===== src/rtl/bus_arbiter_lv1_lv2_if.sv =====
// rtl/bus_arbiter_lv1_lv2_if.sv - lv1/lv2 bus request/grant bundle between the cores and the arbiter
interface bus_arbiter_lv1_lv2_if;
    logic [3:0] bus_lv1_lv2_req_proc;
    logic [3:0] bus_lv1_lv2_req_snoop;
    logic [3:0] bus_lv1_lv2_gnt_proc;
    logic [3:0] bus_lv1_lv2_gnt_snoop;
    logic [1:0] arb_owner;
    logic       arb_busy;
    logic       arb_timeout;

    modport master (
        output bus_lv1_lv2_req_proc,
        output bus_lv1_lv2_req_snoop,
        input  bus_lv1_lv2_gnt_proc,
        input  bus_lv1_lv2_gnt_snoop,
        input  arb_owner,
        input  arb_busy,
        input  arb_timeout
    );

    modport slave (
        input  bus_lv1_lv2_req_proc,
        input  bus_lv1_lv2_req_snoop,
        output bus_lv1_lv2_gnt_proc,
        output bus_lv1_lv2_gnt_snoop,
        output arb_owner,
        output arb_busy,
        output arb_timeout
    );
endinterface


===== src/rtl/bus_arbiter_lv1_lv2.sv =====
// rtl/bus_arbiter_lv1_lv2.sv - 4-core round-robin processor/snoop bus arbiter, optional watchdog via ARB_WATCHDOG_EN
module bus_arbiter_lv1_lv2 #(
    parameter int unsigned WDOG_LIMIT = 255,
    parameter int unsigned WDOG_WID   = 8
) (
    input  logic                  clk,
    input  logic                  rst,
    bus_arbiter_lv1_lv2_if.slave  bus
);

    typedef enum logic [1:0] {
        ST_IDLE  = 2'd0,
        ST_PROC  = 2'd1,
        ST_SNOOP = 2'd2
    } state_t;

    if (WDOG_LIMIT > (2 ** WDOG_WID) - 1) begin : g_wdog_limit_check
        $error("WDOG_LIMIT does not fit in WDOG_WID bits");
    end

    state_t     r_state;
    logic [1:0] r_owner;
    logic [1:0] r_snoop_idx;
    logic [1:0] r_rr_ptr;
    logic [3:0] r_gnt_proc;
    logic [3:0] r_gnt_snoop;
    logic [1:0] r_arb_owner;
    logic       r_arb_busy;
    logic       r_arb_timeout;

    state_t     w_next_state;
    logic [1:0] w_next_owner;
    logic [1:0] w_next_snoop_idx;
    logic [1:0] w_next_rr_ptr;
    logic [3:0] w_gnt_proc_nxt;
    logic [3:0] w_gnt_snoop_nxt;
    logic [1:0] w_arb_owner_nxt;
    logic       w_arb_busy_nxt;
    logic       w_arb_timeout_nxt;

    logic [2:0] w_proc_pick;
    logic [2:0] w_snoop_pick;
    logic [3:0] w_snoop_cand;
    logic       w_owner_req;
    logic       w_snoop_req;
    logic       w_wdog_fire;

    // Returns {found, index} of the first set bit scanning upward from start with wrap.
    function automatic logic [2:0] f_rr_pick(input logic [3:0] req, input logic [1:0] start);
        logic [2:0] pick;
        logic [1:0] idx;
        pick = 3'b000;
        for (int k = 3; k >= 0; k--) begin
            idx = start + 2'(k);
            if (req[idx]) begin
                pick = {1'b1, idx};
            end
        end
        return pick;
    endfunction

    // The owner's own snoop request is never eligible.
    assign w_snoop_cand = bus.bus_lv1_lv2_req_snoop & ~(4'b0001 << r_owner);
    assign w_proc_pick  = f_rr_pick(bus.bus_lv1_lv2_req_proc, r_rr_ptr + 2'd1);
    assign w_snoop_pick = f_rr_pick(w_snoop_cand, r_owner + 2'd1);
    assign w_owner_req  = bus.bus_lv1_lv2_req_proc[r_owner];
    assign w_snoop_req  = bus.bus_lv1_lv2_req_snoop[r_snoop_idx];

`ifdef ARB_WATCHDOG_EN
    localparam logic [WDOG_WID-1:0] LP_WDOG_LIMIT = WDOG_LIMIT[WDOG_WID-1:0];

    logic [WDOG_WID-1:0] r_wdog_cnt;

    assign w_wdog_fire = (r_state != ST_IDLE) && (r_wdog_cnt == LP_WDOG_LIMIT);

    always_ff @(posedge clk) begin
        if (rst) begin
            r_wdog_cnt <= '0;
        end else if (r_state == ST_IDLE || w_wdog_fire) begin
            r_wdog_cnt <= '0;
        end else begin
            r_wdog_cnt <= r_wdog_cnt + 1'b1;
        end
    end
`else
    assign w_wdog_fire = 1'b0;
`endif

    always_ff @(posedge clk) begin
        if (rst) begin
            r_state       <= ST_IDLE;
            r_owner       <= 2'd0;
            r_snoop_idx   <= 2'd0;
            r_rr_ptr      <= 2'd3;
            r_gnt_proc    <= 4'b0000;
            r_gnt_snoop   <= 4'b0000;
            r_arb_owner   <= 2'd0;
            r_arb_busy    <= 1'b0;
            r_arb_timeout <= 1'b0;
        end else begin
            r_state       <= w_next_state;
            r_owner       <= w_next_owner;
            r_snoop_idx   <= w_next_snoop_idx;
            r_rr_ptr      <= w_next_rr_ptr;
            r_gnt_proc    <= w_gnt_proc_nxt;
            r_gnt_snoop   <= w_gnt_snoop_nxt;
            r_arb_owner   <= w_arb_owner_nxt;
            r_arb_busy    <= w_arb_busy_nxt;
            r_arb_timeout <= w_arb_timeout_nxt;
        end
    end

    // Release of the processor owner wins over a pending snoop in PROC; in SNOOP the release is deferred.
    always_comb begin
        w_next_state     = r_state;
        w_next_owner     = r_owner;
        w_next_snoop_idx = r_snoop_idx;
        w_next_rr_ptr    = r_rr_ptr;
        case (r_state)
            ST_IDLE: begin
                if (w_proc_pick[2]) begin
                    w_next_state = ST_PROC;
                    w_next_owner = w_proc_pick[1:0];
                end
            end
            ST_PROC: begin
                if (w_wdog_fire || !w_owner_req) begin
                    w_next_state  = ST_IDLE;
                    w_next_rr_ptr = r_owner;
                end else if (w_snoop_pick[2]) begin
                    w_next_state     = ST_SNOOP;
                    w_next_snoop_idx = w_snoop_pick[1:0];
                end
            end
            ST_SNOOP: begin
                if (w_wdog_fire) begin
                    w_next_state  = ST_IDLE;
                    w_next_rr_ptr = r_owner;
                end else if (!w_snoop_req) begin
                    w_next_state = ST_PROC;
                end
            end
            default: begin
                w_next_state = ST_IDLE;
            end
        endcase
    end

    always_comb begin
        w_gnt_proc_nxt    = 4'b0000;
        w_gnt_snoop_nxt   = 4'b0000;
        w_arb_owner_nxt   = 2'd0;
        w_arb_busy_nxt    = 1'b0;
        w_arb_timeout_nxt = w_wdog_fire;
        if (w_next_state != ST_IDLE) begin
            w_gnt_proc_nxt  = 4'b0001 << w_next_owner;
            w_arb_owner_nxt = w_next_owner;
            w_arb_busy_nxt  = 1'b1;
        end
        if (w_next_state == ST_SNOOP) begin
            w_gnt_snoop_nxt = 4'b0001 << w_next_snoop_idx;
        end
    end

    assign bus.bus_lv1_lv2_gnt_proc  = r_gnt_proc;
    assign bus.bus_lv1_lv2_gnt_snoop = r_gnt_snoop;
    assign bus.arb_owner             = r_arb_owner;
    assign bus.arb_busy              = r_arb_busy;
    assign bus.arb_timeout           = r_arb_timeout;

endmodule


===== src/flat_wrapper.sv =====
// flat-port wrapper written by rule: the top's interface ports become plain ports
module bus_arbiter_lv1_lv2_flat 
#(
    parameter int unsigned WDOG_LIMIT = 255,
    parameter int unsigned WDOG_WID   = 8
)
  (clk, rst, bus_bus_lv1_lv2_req_proc, bus_bus_lv1_lv2_req_snoop, bus_bus_lv1_lv2_gnt_proc, bus_bus_lv1_lv2_gnt_snoop, bus_arb_owner, bus_arb_busy, bus_arb_timeout);
  bus_arbiter_lv1_lv2_if bus_i ();
  input  logic clk;
  input  logic rst;
  input wire logic [$bits(bus_i.bus_lv1_lv2_req_proc)-1:0] bus_bus_lv1_lv2_req_proc;
  input wire logic [$bits(bus_i.bus_lv1_lv2_req_snoop)-1:0] bus_bus_lv1_lv2_req_snoop;
  output wire logic [$bits(bus_i.bus_lv1_lv2_gnt_proc)-1:0] bus_bus_lv1_lv2_gnt_proc;
  output wire logic [$bits(bus_i.bus_lv1_lv2_gnt_snoop)-1:0] bus_bus_lv1_lv2_gnt_snoop;
  output wire logic [$bits(bus_i.arb_owner)-1:0] bus_arb_owner;
  output wire logic [$bits(bus_i.arb_busy)-1:0] bus_arb_busy;
  output wire logic [$bits(bus_i.arb_timeout)-1:0] bus_arb_timeout;
  assign bus_i.bus_lv1_lv2_req_proc = bus_bus_lv1_lv2_req_proc;
  assign bus_i.bus_lv1_lv2_req_snoop = bus_bus_lv1_lv2_req_snoop;
  assign bus_bus_lv1_lv2_gnt_proc = bus_i.bus_lv1_lv2_gnt_proc;
  assign bus_bus_lv1_lv2_gnt_snoop = bus_i.bus_lv1_lv2_gnt_snoop;
  assign bus_arb_owner = bus_i.arb_owner;
  assign bus_arb_busy = bus_i.arb_busy;
  assign bus_arb_timeout = bus_i.arb_timeout;
  bus_arbiter_lv1_lv2 #(.WDOG_LIMIT(WDOG_LIMIT), .WDOG_WID(WDOG_WID)) u_core (.clk(clk), .rst(rst), .bus(bus_i));
endmodule

===== config.mk =====
export PLATFORM = sky130hd
export DESIGN_NAME = bus_arbiter_lv1_lv2_flat
export DESIGN_NICKNAME = d
export VERILOG_FILES = /design/src/rtl/bus_arbiter_lv1_lv2_if.sv /design/src/rtl/bus_arbiter_lv1_lv2.sv /design/src/flat_wrapper.sv
export SDC_FILE = /design/constraint.sdc
export NUM_CORES = 1
export LEC_CHECK = 0
export BUFFER_PORTS_ARGS = -buffer_cell sky130_fd_sc_hd__buf_2
export CAP_MARGIN = 20
export CORE_UTILIZATION = 50
export CTS_CLUSTER_DIAMETER = 80
export DETAILED_ROUTE_END_ITERATION = 8
export HOLD_SLACK_MARGIN = 0.03
export PLACE_DENSITY = 0.75
export SYNTH_ARGS = -nofsm -noshare
export SYNTH_HDL_FRONTEND = slang
export SYNTH_SLANG_ARGS = --single-unit

===== constraint.sdc =====
create_clock -name clk -period 2.4 [get_ports clk]
set_input_delay 0.36 -clock clk [delete_from_list [all_inputs] [get_ports clk]]
set_output_delay 0.36 -clock clk [all_outputs]
set_load 0.05 [all_outputs]

-- Word level (Yosys, flattened, before mapping)
Cells that the tools add are included.
- bits in registers: 19
- add/sub/neg operators: 8
- $lt $le $gt $ge: 10
- equal/unequal tests: 3
- shifts and indexed selects: 3
- muxes and demuxes: 39
- bitwise logic cells: 5
- reduce and logical (&&, ||, !) cells: 5
- operators with widths (kind ; count):
    $lt 2x3->1 const B ; 10
    $mux 3 ; 8
    $bmux 1 s2 ; 10
    $mux 2 ; 9
    $shl 1x2->4 const A ; 3
    $mux 1 ; 11
    $add 2x1->2 const B ; 4
    $add 2x2->2 const B ; 4
    $pmux 2 s3 ; 1
    $and 4x4->4 ; 1
    $eq 2x2->1 const B ; 2
    $not 4->4 ; 1
    $reduce_or 2->1 ; 2
    $not 1->1 ; 3
    $eq 2x1->1 const B ; 1
    $logic_not 2->1 ; 1
    $reduce_and 2->1 ; 1
    $reduce_bool 2->1 ; 1

-- Depth between registers and ports, before layout
- word-level depth: 15
- mapped depth: 8

-- Worst setup path after synthesis
Ideal clock, no wire load.
- kind: register to register
- start point: reg u_core.r_owner[0]
- end point: reg u_core.r_gnt_snoop[0], in the netlist u_core.bus.bus_lv1_lv2_gnt_snoop[0]
- setup time: 114 ps
- arrival time: 1553 ps
- data required time: 2286 ps
- slack: 733 ps
- cell stages (with the launch flop): 9
- path buffers: 1
- period minus slack after synthesis: 1667 ps
- path through: dfxtp_1 -> buf_6 -> inv_2 -> ha_1 -> nand4b_1 -> o31ai_1 -> nor3_1 -> nor4b_2 -> a21o_1
- word-level cells in the longest chain between the ends: 15
- elaborated cells on any way between the ends: 31
- those cells by class: add/sub (4); eq/ne (1); shift (2); mux (20); bitwise (3); reduce/logical (1)
- ends and longest elaborated chain (element ; RTL line ; RTL):
    from (decl) ; bus_arbiter_lv1_lv2.sv:22 ; logic [1:0] r_owner;
    from (signal assigned) ; bus_arbiter_lv1_lv2.sv:102 ; r_owner <= w_next_owner;
    branches (longest 15 deep; another with $add 2x1->2) ; -- ;
    to (signal assigned) ; bus_arbiter_lv1_lv2.sv:106 ; r_gnt_snoop <= w_gnt_snoop_nxt;
    to (decl) ; bus_arbiter_lv1_lv2.sv:26 ; logic [3:0] r_gnt_snoop;
Several ways; the timed one is not identified. The select of a mux whose other input is x is not followed.
A chain may end at the register's enable or synchronous reset.

-- Final worst setup path
- start point: reg u_core.r_owner[0]
- end point: reg u_core.r_gnt_snoop[2], in the netlist u_core.bus.bus_lv1_lv2_gnt_snoop[2]
The elaborated chain is that of the path after synthesis.

==> out/results.txt <==
Starting density of the core = 54.6%
Reg-to-reg startpoint = u_core.r_owner[0]
Mapped cell area = 1090 µm²
Share of cells above drive strength 1 = 29.4%
Tot Pwr = 0.810 mW
CTS tree = built
Initial antenna violation count = 0
Reg2Reg Setup Slack = 0.46 ns
Vias per Instance = 5.33
Initial drt markers = 11
RSZ-0062 raised after global routing = no
Setup ws final = 0.462 ns
Post-synthesis sequential area ratio = 34.8%
Mapped Nets = 129
GPL Wtd Cong = 0.818
Yosys reg bits = 19
Pins Over Slew Limit = 0
First-pass GRT wire length = 3440 µm
# nets final = 151
Critical Path AT = 2.12 ns
Synth warn = 0
Final hold violation count = 0
Hold path startpoint = bus_bus_lv1_lv2_req_snoop[3]
Residual DRC = 0
Hpwl dp = 1580 µm
Post-cts resize count = 0
Clock Latency Late Sink = 0.29 ns
Clock Skew = 0.0140 ns
Async set-reset flop share out of synthesis = 0%
Synth unique cells = 47
Clock Tree Buf Depth = 2
Leakage = 0.509 nW
HP Class = input pin to flop
Port Buf Inserts = 20
Synth Flop Type = dfxtp_1
Area leader, netlist = dfxtp_1
Area delta synth->final = 12.7%
Chip width = 48.7 µm
ANT nets after route = 0
Syn Inst Count = 115
Crit Path Max Fanout = 10
RR Endpoint = u_core.bus.bus_lv1_lv2_gnt_snoop[2]
Hold Buf Count CTS = 0
Clock tree root driver cell = clkbuf_4
Utilization after layout = 61.5%
FF-to-FF path depth = 7
Final Critical Period = 1.94 ns
Post-CTS Setup Bufs = 0
Post-synth top cells = dfxtp_1, a21oi_1, nor2_1, nor2b_1, nand2b_1
Main area contributors after synthesis = dfxtp_1, nor2b_1, a21oi_1, ha_1, mux2i_1
Worst Path Required = 2.58 ns
Status = finished, final reports clean
Final period util = 80.8%
Endpoints failing setup = 0
Number of flops mapped to enable cells by yosys = 0
Yosys top cell area share = 34.8%
Top Ports = 22
Setup WS pre-CTS = 0.452 ns
Most frequent cell after synthesis = dfxtp_1
Clock sink count = 19
Max Clock Freq = 0.516 GHz
Drt pass-1 iters = 4
Placeable Area = 2000 µm²
Total Wirelength = 1980 µm
PwrDens = 658 nW/µm²
Worst IR Drop VDD = 0.000519 V
CP Launch Type = flop
Fillers = 191
WL per Instance = 12.2 µm
Via count = 868
Clock Pin Slew Worst Setup and Hold Paths = 0.11 ns
GRT Total Usage = 18.4%
Hold path endpoint = u_core.bus.bus_lv1_lv2_gnt_snoop[3]
Crit end category = flop
WS Path Type = flop to flop
Ant diodes = 0
Total clock buffers created by CTS = 3
Pin count of the biggest net entering global routing = 15
Chip height = 48.7 µm
Std-Cell Rows = 16
Syn avg cell area = 9.50 µm²
Hold Path Stages = 3
Htree depth = 1
Vias in the first global route = 851
Total negative slack = 0 ns
Total congestion overflow = 0
Max-cap viol count = 0
Die ar. = 2380 µm²
==> worst max-delay path: stages (launching register included) <==
cell and delay [ns]:
dfxtp_1 0.55, inv_2 0.09, ha_1 0.37, nand4b_1 0.11, o31ai_1 0.10, nor3_1 0.38, nand3b_1 0.16, a21oi_1 0.07
==> cell families after synthesis <==
| logic type | count (synthesis) | synth area share (%) |
|---|---|---|
| AND/OR/NAND/NOR | 49 | 29.7 |
| adder cells (fa/ha/maj) | 4 | 4.58 |
| AO/OA/AOI/OAI | 29 | 21.5 |
| other | 1 | 0.343 |
| buffers and inverters | 7 | 3.44 |
| multiplexers | 6 | 5.61 |
| flip-flops | 19 | 34.8 |
==> routing by layer <==
layer	GRT usage [%]	share of wire (%)
met5	0	0
met4	6.37	0
met1	20.7	44
met2	32.9	53
met3	5.35	3.2
==> where the power goes <==
group          internal, mW  total [mW]  switching (mW)
clock                0.0619       0.151          0.0890
combinational         0.108       0.288           0.179
sequential            0.345       0.371          0.0262
total                 0.515       0.810           0.295
==> worst max path at each step <==
stage,slack (ns),cells past startpoint,startpoint,to
after floorplan,0.73,8,u_core.r_owner[0],u_core.bus.bus_lv1_lv2_gnt_snoop[0]
after global placement,0.50,7,u_core.r_owner[0],u_core.bus.bus_lv1_lv2_gnt_snoop[2]
after detailed placement,0.45,7,u_core.r_owner[0],u_core.bus.bus_lv1_lv2_gnt_snoop[2]
after CTS,0.45,7,u_core.r_owner[0],u_core.bus.bus_lv1_lv2_gnt_snoop[2]
after global routing,0.23,7,u_core.r_owner[0],u_core.bus.bus_lv1_lv2_gnt_snoop[2]
final,0.46,7,u_core.r_owner[0],u_core.bus.bus_lv1_lv2_gnt_snoop[2]
==> registers in the layout (all words and copies together) (netlist names) <==
register	count
u_core.bus.bus_lv1_lv2_gnt_proc	4
u_core.bus.bus_lv1_lv2_gnt_snoop	4
u_core.bus.arb_owner	2
u_core.r_owner	2
u_core.r_rr_ptr	2
u_core.r_snoop_idx	2
u_core.r_state	2
u_core.bus.arb_busy	1
==> cells in the final DEF, fill, tap and decap left out, types with 2 or more instances in the layout <==
| master | instances |
|---|---|
| a211o_1 | 2 |
| a21o_1 | 2 |
| a21oi_1 | 10 |
| buf_2 | 20 |
| clkbuf_4 | 3 |
| dfxtp_1 | 19 |
| ha_1 | 4 |
| inv_1 | 3 |
| mux2i_1 | 5 |
| nand2_1 | 4 |
| nand2b_1 | 6 |
| nand3_1 | 2 |
| nand3b_1 | 3 |
| nand4_1 | 2 |
| nor2_1 | 9 |
| nor2b_1 | 9 |
| o21ai_0 | 2 |
| o31ai_1 | 2 |
==> per-stage QoR <==
stage	hold WS [ns]	cell area, µm²	instances
after global placement	0.527	1200	159
after detailed placement	0.531	1200	159
final	0.346	1230	163
after CTS	0.336	1230	163
after global routing	0.342	1230	163
after floorplan	0.432	1090	115
==> cell type report <==
cell class | count | area [µm²] | share of cell area (%)
Inverter | 4 | 15.0 | 1.22
Clock buffer | 3 | 22.5 | 1.83
Clock inverter | 1 | 5.00 | 0.407
Tap cell | 27 | 33.8 | 2.74
Multi-Input combinational cell | 89 | 674 | 54.8
Timing Repair Buffer | 20 | 100 | 8.13
Sequential cell | 19 | 380 | 30.9
Note: power is estimated with default switching activity, not from simulation.
